### config.mk
export PLATFORM = sky130hd
export DESIGN_NAME = pipe_hazard_ctrl_flat
export DESIGN_NICKNAME = d
export VERILOG_FILES = /design/src/rtl/pipe_hazard_ctrl_pkg.sv /design/src/rtl/pipe_hazard_ctrl_if.sv /design/src/rtl/pipe_hazard_ctrl_perf_counter.sv /design/src/rtl/pipe_hazard_ctrl.sv /design/src/flat_wrapper.sv
export SDC_FILE = /design/constraint.sdc
export NUM_CORES = 1
export LEC_CHECK = 0
export CORE_MARGIN = 2
export CORE_UTILIZATION = 50
export CTS_CLUSTER_DIAMETER = 100
export CTS_CLUSTER_SIZE = 10
export DETAILED_ROUTE_END_ITERATION = 8
export PLACE_DENSITY = 0.77
export REMOVE_ABC_BUFFERS = 1
export SYNTH_ARGS = -nofsm -noshare
export SYNTH_HDL_FRONTEND = slang
export SYNTH_SLANG_ARGS = --single-unit
### constraint.sdc
create_clock -name clk -period 3.58 [get_ports clk]
set_clock_uncertainty 0.05 [all_clocks]
set_input_delay 1.074 -clock clk [delete_from_list [all_inputs] [get_ports clk]]
set_output_delay 1.074 -clock clk [all_outputs]
set_load 0.02 [all_outputs]
### src/rtl/pipe_hazard_ctrl_pkg.sv
// Shared definitions for the pipeline hazard sequencer: FSM encoding and counter defaults.
package pipe_hazard_ctrl_pkg;

  typedef enum logic [1:0] {
    ST_RUN   = 2'd0,
    ST_DRAIN = 2'd1,
    ST_HALT  = 2'd2
  } state_t;

  localparam int CNT_W_DEF = 32;
  // Holds DRAIN_CYCLES-1 for the legal range 1..15.
  localparam int DRAIN_W   = 4;

endpackage

### src/rtl/pipe_hazard_ctrl_if.sv
// Hazard inputs, stage enables/clears and perf counters between the pipeline and its sequencer.
interface pipe_hazard_ctrl_if
  import pipe_hazard_ctrl_pkg::*;
#(
  parameter int CNT_W = CNT_W_DEF
);
  logic             load_use;
  logic             mispredict;
  logic             halt_req;
  logic             resume;
  logic             pc_en;
  logic             ps1_en;
  logic             ps2_en;
  logic             ps3_en;
  logic             ps4_en;
  logic             ps1_clear;
  logic             ps2_clear;
  logic             ps3_clear;
  logic             ps4_clear;
  logic             pc_restart;
  logic             halted;
  logic [CNT_W-1:0] cnt_cycle;
  logic [CNT_W-1:0] cnt_stall;
  logic [CNT_W-1:0] cnt_flush;

  modport master (
    output load_use, mispredict, halt_req, resume,
    input  pc_en, ps1_en, ps2_en, ps3_en, ps4_en,
    input  ps1_clear, ps2_clear, ps3_clear, ps4_clear,
    input  pc_restart, halted, cnt_cycle, cnt_stall, cnt_flush
  );

  modport slave (
    input  load_use, mispredict, halt_req, resume,
    output pc_en, ps1_en, ps2_en, ps3_en, ps4_en,
    output ps1_clear, ps2_clear, ps3_clear, ps4_clear,
    output pc_restart, halted, cnt_cycle, cnt_stall, cnt_flush
  );
endinterface

### src/rtl/pipe_hazard_ctrl_perf_counter.sv
// Wrap-around event counter, CNT_W wide.
// Counts one per cycle with inc high, value visible the cycle after; no backpressure.
module pipe_hazard_ctrl_perf_counter #(
  parameter int CNT_W = 32
) (
  input  logic             clk,
  input  logic             rst_n,
  input  logic             inc,
  output logic [CNT_W-1:0] cnt
);

  always_ff @(posedge clk or negedge rst_n) begin
    if (!rst_n) begin
      cnt <= '0;
    end else if (inc) begin
      cnt <= cnt + CNT_W'(1);
    end
  end

endmodule

### src/rtl/pipe_hazard_ctrl.sv
// Pipeline sequencer: stage en/clear and PC enable for load-use stall, mispredict flush, halt/resume.
// En/clear are combinational from state + hazards; pc_restart and counters are registered.
module pipe_hazard_ctrl
  import pipe_hazard_ctrl_pkg::*;
#(
  parameter int DRAIN_CYCLES = 2,
  parameter int CNT_W        = CNT_W_DEF
) (
  input  logic                clk,
  input  logic                rst_n,
  pipe_hazard_ctrl_if.slave   bus
);

  state_t               state_q, state_d;
  logic [DRAIN_W-1:0]   drain_q, drain_d;
  logic                 restart_q, restart_d;

  logic pc_en, ps1_en, ps2_en, ps3_en, ps4_en;
  logic ps1_clear, ps2_clear, ps3_clear, ps4_clear;
  logic halted, cyc_inc, stall_inc, flush_inc;

  always_ff @(posedge clk or negedge rst_n) begin
    if (!rst_n) begin
      state_q   <= ST_RUN;
      drain_q   <= '0;
      restart_q <= 1'b0;
    end else begin
      state_q   <= state_d;
      drain_q   <= drain_d;
      restart_q <= restart_d;
    end
  end

  always_comb begin
    state_d   = state_q;
    drain_d   = drain_q;
    restart_d = 1'b0;
    pc_en     = 1'b1;
    ps1_en    = 1'b1;
    ps2_en    = 1'b1;
    ps3_en    = 1'b1;
    ps4_en    = 1'b1;
    ps1_clear = 1'b0;
    ps2_clear = 1'b0;
    ps3_clear = 1'b0;
    ps4_clear = 1'b0;
    halted    = 1'b0;
    cyc_inc   = 1'b1;
    stall_inc = 1'b0;
    flush_inc = 1'b0;
    unique case (state_q)
      ST_RUN: begin
        if (bus.halt_req) begin
          pc_en     = 1'b0;
          ps1_clear = 1'b1;
          ps2_clear = 1'b1;
          drain_d   = DRAIN_W'(DRAIN_CYCLES - 1);
          state_d   = ST_DRAIN;
        end else if (bus.mispredict) begin
          ps1_clear = 1'b1;
          ps2_clear = 1'b1;
          flush_inc = 1'b1;
        end else begin
          // After a restart ID holds a bubble, so any load_use that cycle is spurious.
          if (bus.load_use && !restart_q) begin
            pc_en     = 1'b0;
            ps1_en    = 1'b0;
            ps2_clear = 1'b1;
            stall_inc = 1'b1;
          end
          if (restart_q) begin
            ps1_clear = 1'b1;
          end
        end
      end
      ST_DRAIN: begin
        pc_en     = 1'b0;
        ps1_en    = 1'b0;
        ps2_en    = 1'b0;
        ps3_en    = 1'b0;
        ps1_clear = 1'b1;
        ps2_clear = 1'b1;
        ps3_clear = 1'b1;
        if (drain_q == '0) begin
          state_d = ST_HALT;
        end else begin
          drain_d = drain_q - DRAIN_W'(1);
        end
      end
      ST_HALT: begin
        pc_en   = 1'b0;
        ps1_en  = 1'b0;
        ps2_en  = 1'b0;
        ps3_en  = 1'b0;
        ps4_en  = 1'b0;
        halted  = 1'b1;
        cyc_inc = 1'b0;
        if (bus.resume) begin
          state_d   = ST_RUN;
          restart_d = 1'b1;
        end
      end
      default: begin
        state_d = ST_RUN;
      end
    endcase
  end

  assign bus.pc_en      = pc_en;
  assign bus.ps1_en     = ps1_en;
  assign bus.ps2_en     = ps2_en;
  assign bus.ps3_en     = ps3_en;
  assign bus.ps4_en     = ps4_en;
  assign bus.ps1_clear  = ps1_clear;
  assign bus.ps2_clear  = ps2_clear;
  assign bus.ps3_clear  = ps3_clear;
  assign bus.ps4_clear  = ps4_clear;
  assign bus.halted     = halted;
  assign bus.pc_restart = restart_q;

  pipe_hazard_ctrl_perf_counter #(.CNT_W(CNT_W)) u_cnt_cycle (
    .clk   (clk),
    .rst_n (rst_n),
    .inc   (cyc_inc),
    .cnt   (bus.cnt_cycle)
  );

  pipe_hazard_ctrl_perf_counter #(.CNT_W(CNT_W)) u_cnt_stall (
    .clk   (clk),
    .rst_n (rst_n),
    .inc   (stall_inc),
    .cnt   (bus.cnt_stall)
  );

  pipe_hazard_ctrl_perf_counter #(.CNT_W(CNT_W)) u_cnt_flush (
    .clk   (clk),
    .rst_n (rst_n),
    .inc   (flush_inc),
    .cnt   (bus.cnt_flush)
  );

endmodule

### src/flat_wrapper.sv
// flat-port wrapper written by rule: the top's interface ports become plain ports
module pipe_hazard_ctrl_flat import pipe_hazard_ctrl_pkg::*;
#(
  parameter int DRAIN_CYCLES = 2,
  parameter int CNT_W        = CNT_W_DEF
)
  (clk, rst_n, bus_load_use, bus_mispredict, bus_halt_req, bus_resume, bus_pc_en, bus_ps1_en, bus_ps2_en, bus_ps3_en, bus_ps4_en, bus_ps1_clear, bus_ps2_clear, bus_ps3_clear, bus_ps4_clear, bus_pc_restart, bus_halted, bus_cnt_cycle, bus_cnt_stall, bus_cnt_flush);
  pipe_hazard_ctrl_if #(.CNT_W(CNT_W)) bus_i ();
  input  logic clk;
  input  logic rst_n;
  input wire logic [$bits(bus_i.load_use)-1:0] bus_load_use;
  input wire logic [$bits(bus_i.mispredict)-1:0] bus_mispredict;
  input wire logic [$bits(bus_i.halt_req)-1:0] bus_halt_req;
  input wire logic [$bits(bus_i.resume)-1:0] bus_resume;
  output wire logic [$bits(bus_i.pc_en)-1:0] bus_pc_en;
  output wire logic [$bits(bus_i.ps1_en)-1:0] bus_ps1_en;
  output wire logic [$bits(bus_i.ps2_en)-1:0] bus_ps2_en;
  output wire logic [$bits(bus_i.ps3_en)-1:0] bus_ps3_en;
  output wire logic [$bits(bus_i.ps4_en)-1:0] bus_ps4_en;
  output wire logic [$bits(bus_i.ps1_clear)-1:0] bus_ps1_clear;
  output wire logic [$bits(bus_i.ps2_clear)-1:0] bus_ps2_clear;
  output wire logic [$bits(bus_i.ps3_clear)-1:0] bus_ps3_clear;
  output wire logic [$bits(bus_i.ps4_clear)-1:0] bus_ps4_clear;
  output wire logic [$bits(bus_i.pc_restart)-1:0] bus_pc_restart;
  output wire logic [$bits(bus_i.halted)-1:0] bus_halted;
  output wire logic [$bits(bus_i.cnt_cycle)-1:0] bus_cnt_cycle;
  output wire logic [$bits(bus_i.cnt_stall)-1:0] bus_cnt_stall;
  output wire logic [$bits(bus_i.cnt_flush)-1:0] bus_cnt_flush;
  assign bus_i.load_use = bus_load_use;
  assign bus_i.mispredict = bus_mispredict;
  assign bus_i.halt_req = bus_halt_req;
  assign bus_i.resume = bus_resume;
  assign bus_pc_en = bus_i.pc_en;
  assign bus_ps1_en = bus_i.ps1_en;
  assign bus_ps2_en = bus_i.ps2_en;
  assign bus_ps3_en = bus_i.ps3_en;
  assign bus_ps4_en = bus_i.ps4_en;
  assign bus_ps1_clear = bus_i.ps1_clear;
  assign bus_ps2_clear = bus_i.ps2_clear;
  assign bus_ps3_clear = bus_i.ps3_clear;
  assign bus_ps4_clear = bus_i.ps4_clear;
  assign bus_pc_restart = bus_i.pc_restart;
  assign bus_halted = bus_i.halted;
  assign bus_cnt_cycle = bus_i.cnt_cycle;
  assign bus_cnt_stall = bus_i.cnt_stall;
  assign bus_cnt_flush = bus_i.cnt_flush;
  pipe_hazard_ctrl #(.DRAIN_CYCLES(DRAIN_CYCLES), .CNT_W(CNT_W)) u_core (.clk(clk), .rst_n(rst_n), .bus(bus_i));
endmodule
==> impl_results.md <==
- Status: finished clean
- Die area: 10400 um2
- Initial Util: 51.9%
- Final Wtd Congestion: 0.848
- R2r worst-path depth: 8
- Post-synthesis adder-cell area fraction: 2.08%
- Max cap viols: 0
- Top_reg_cell synth: dfrtp_1
- Core Region: 9280 um2
- TritonCTS clock tree: yes
- Post-synth EDFFs: 0
- Final Slew Violations: 0
- CP max FO: 4
- Synth warn: 0
- RSZ-0062 raised after global routing: no
- Most common cell after layout, fill and taps aside: clkdlybuf4s50_1
- Antenna diodes: 0
- Critical Path AT: 2.40 ns
- Main combinational cell family by area after synthesis: simple AND/OR/NAND/NOR gates
- Final Util: 68.0%
- PwrDens: 511 nW/um2
- Clk root buf: clkbuf_8
- Synth Area in Simple Gates: 22.2%
- Rel. slew slack: 64.3%
- Critical Path Sink Type: output pin
- Startpoint type of the worst setup path: input pin
- Hold WC Path Type: reg -> reg
- Via density: 5.23
- XOR/XNOR Fraction of Synth Area: 16.9%
- Vias: 3630
- DRC viols: 0
- Yosys reg bits: 103
- Mux share of post-synthesis cell area: 0.701%
- Reg2reg start: u_core.state_q[0]
- Total power: 0.00323 W
- Vias in the first global route: 3512
- Min-Delay Endpoint: u_core.u_cnt_flush.cnt[31]
- Layout cells sized above 1: 7.08%
- Clk slew on worst S/H paths: 0.10 ns
- Syn Inst Count: 440
- CTS Buf Count: 9
- P_leak: 2.81 nW
- Die X: 102 um
- Initial DRC count: 125
- Area grow syn2layout: 31.0%
- Synth async-reset ratio: 100%
- Hold Slack: 0.427 ns
- Fin nets: 575
- Final setup viols: 0
- Post-Syn Area: 4820 um2
- Req. time, crit path: 2.46 ns
- Post-DP HPWL: 7690 um
- Maximum vdd drop: 0.433 mV
- Reg2Reg Setup Slack: 1.26 ns
- Slew @ Worst Pin: 0.536 ns
- Maximum clock rate: 284 MHz
- Initial antenna violation count: 0
- Crit path time final: 3.52 ns
- Compound-gate portion of the synthesized area: 2.67%
- GRT Resource Usage Total: 20.4%
- Hold Buf Count CTS: 0
- Clk sink count: 103
- Cell row count: 35
- Htree depth: 3
- Clk_lat worst skew: 0.35 ns
- Grt total ovfl: 0
- Commonest non-fill, non-tap cells in the layout: clkdlybuf4s50_1 (106), dfrtp_1 (103), xnor2_1 (61)
- Die Y: 102 um
- First-pass GRT wire length: 16800 um
- DRT Pass-1 Iters: 4
- PortBufs: 111
- Hold Vio Cnt, Final: 0
- Bufs on Longest Clock Path: 2
- Mean post-synth cell area: 11.0 um2
- WL/cell: 14.8 um
- R2r endpoint: u_core.u_cnt_stall.cnt[29]
- Hold path startpoint: u_core.u_cnt_flush.cnt[31]
- Register area share after synthesis: 53.5%
- I/O pins: 113
- Synth unique cells: 49
- Post-Route WL: 10300 um
- Largest net degree at the start of global routing: 64
- Detail Route Antenna Nets: 0
- Tcrit/Tclk final: 98.4%
- Worst hold path stage count: 1
- Worst setup path class: in -> out
[flip-flops by register name, indices dropped and copies added, names as in the netlist]
signal and cells:
u_core.u_cnt_cycle.cnt 32, u_core.u_cnt_flush.cnt 32, u_core.u_cnt_stall.cnt 32, u_core.drain_q 4
u_core.state_q 2, u_core.bus.pc_restart 1
[through the flow]
| step | std cells | setup TNS, ns | area, um2 | setup WS [ns] |
|---|---|---|---|---|
| detailed placement | 679 | -0.454 | 6110 | -0.158 |
| finish | 694 | 0 | 6320 | 0.0588 |
| CTS | 694 | 0 | 6320 | 0.0529 |
| floorplan | 432 | 0 | 4780 | 0.827 |
| global route | 694 | 0 | 6320 | 0.0281 |
| global placement | 679 | -0.293 | 6110 | -0.0842 |
[synth_stat cells, types with 2 or more instances]
master	number	area share, %
or2_2	2	0.26
xor2_1	32	5.8
nor2b_1	3	0.39
and4_1	6	1.1
and2_1	5	0.65
and3_1	14	1.8
clkbuf_1	3	0.23
nor4_4	2	0.88
or4_4	2	0.47
and4_2	2	0.42
buf_2	2	0.21
dfrtp_1	103	53
inv_1	13	1.0
buf_4	2	0.31
nand2b_1	3	0.39
o21bai_1	2	0.31
nand4_1	24	3.1
ha_1	8	2.1
nand3_1	28	2.9
nand2_1	46	3.6
mux2_2	3	0.70
xnor2_1	61	11
a21oi_1	2	0.21
nor3_1	10	1.0
o21ai_0	5	0.52
and3b_1	4	0.73
nor2_1	31	2.4
[routing by layer]
| metal | track usage (%) | share of wire, % | routed length, um | up-vias |
|---|---|---|---|---|
| met4 | 7.49 | 1.9 | 198 | 0 |
| met1 | 27.1 | 45 | 4650 | 1778 |
| li1 | - | - | - | 1743 |
| met5 | 0 | 0 | 0 | - |
| met3 | 4.17 | 5.5 | 565 | 15 |
| met2 | 33.4 | 47 | 4860 | 94 |
[repair_timing]
action	CTS	global route
endpoints found under the setup margin	4	0
resized for setup	4	0
hold endpoints to repair	0	0
buffers inserted	0	0
[where the power goes]
part	internal [W]	switching, W	leakage, nW	total (W)
Clock	0.000361	0.000386	0.102	0.000746
Sequential	0.00128	0.000154	1.40	0.00144
Combinational	0.000469	0.000574	1.31	0.00104
[final cells by class]
cell class,count,area (um2)
Tap cell,129,161
Multi-Input combinational cell,316,2150
Fill cell,735,2970
Timing Repair Buffer,118,1170
Clock inverter,4,55.1
Sequential cell,103,2580
Inverter,13,48.8
Clock buffer,11,151
[kinds of logic (layout without fill, tap and decap cells)]
kind of cell               count (synthesis)  after routing
AOI/OAI and AO/OA                         19             19
xor gates and xnor gates                  93             93
adders and majority gates                  8              8
buffers and inverters                     21            146
DFF                                      103            103
muxes                                      3              3
other                                      1              1
and+or+nand+nor                          192            192
[critical path, cell delays in order]
cell and delay, ns:
clkdlybuf4s50_1 0.48, buf_4 0.19, a211oi_1 0.24, o21bai_1 0.09, dlygate4sd2_1 0.33
[worst max-delay path by stage]
| stage | from | to | slack [ns] | cells past startpoint |
|---|---|---|---|---|
| after global routing | bus_halt_req | bus_ps2_clear | 0.03 | 5 |
| after global placement | bus_mispredict | bus_ps1_en | -0.08 | 4 |
| after CTS | bus_halt_req | bus_ps2_clear | 0.05 | 5 |
| after floorplan | bus_load_use | bus_ps1_en | 0.83 | 2 |
| final | bus_halt_req | bus_ps2_clear | 0.06 | 5 |
| after detailed placement | bus_halt_req | bus_ps2_clear | -0.16 | 5 |
Note: power is estimated with default switching activity, not from simulation.
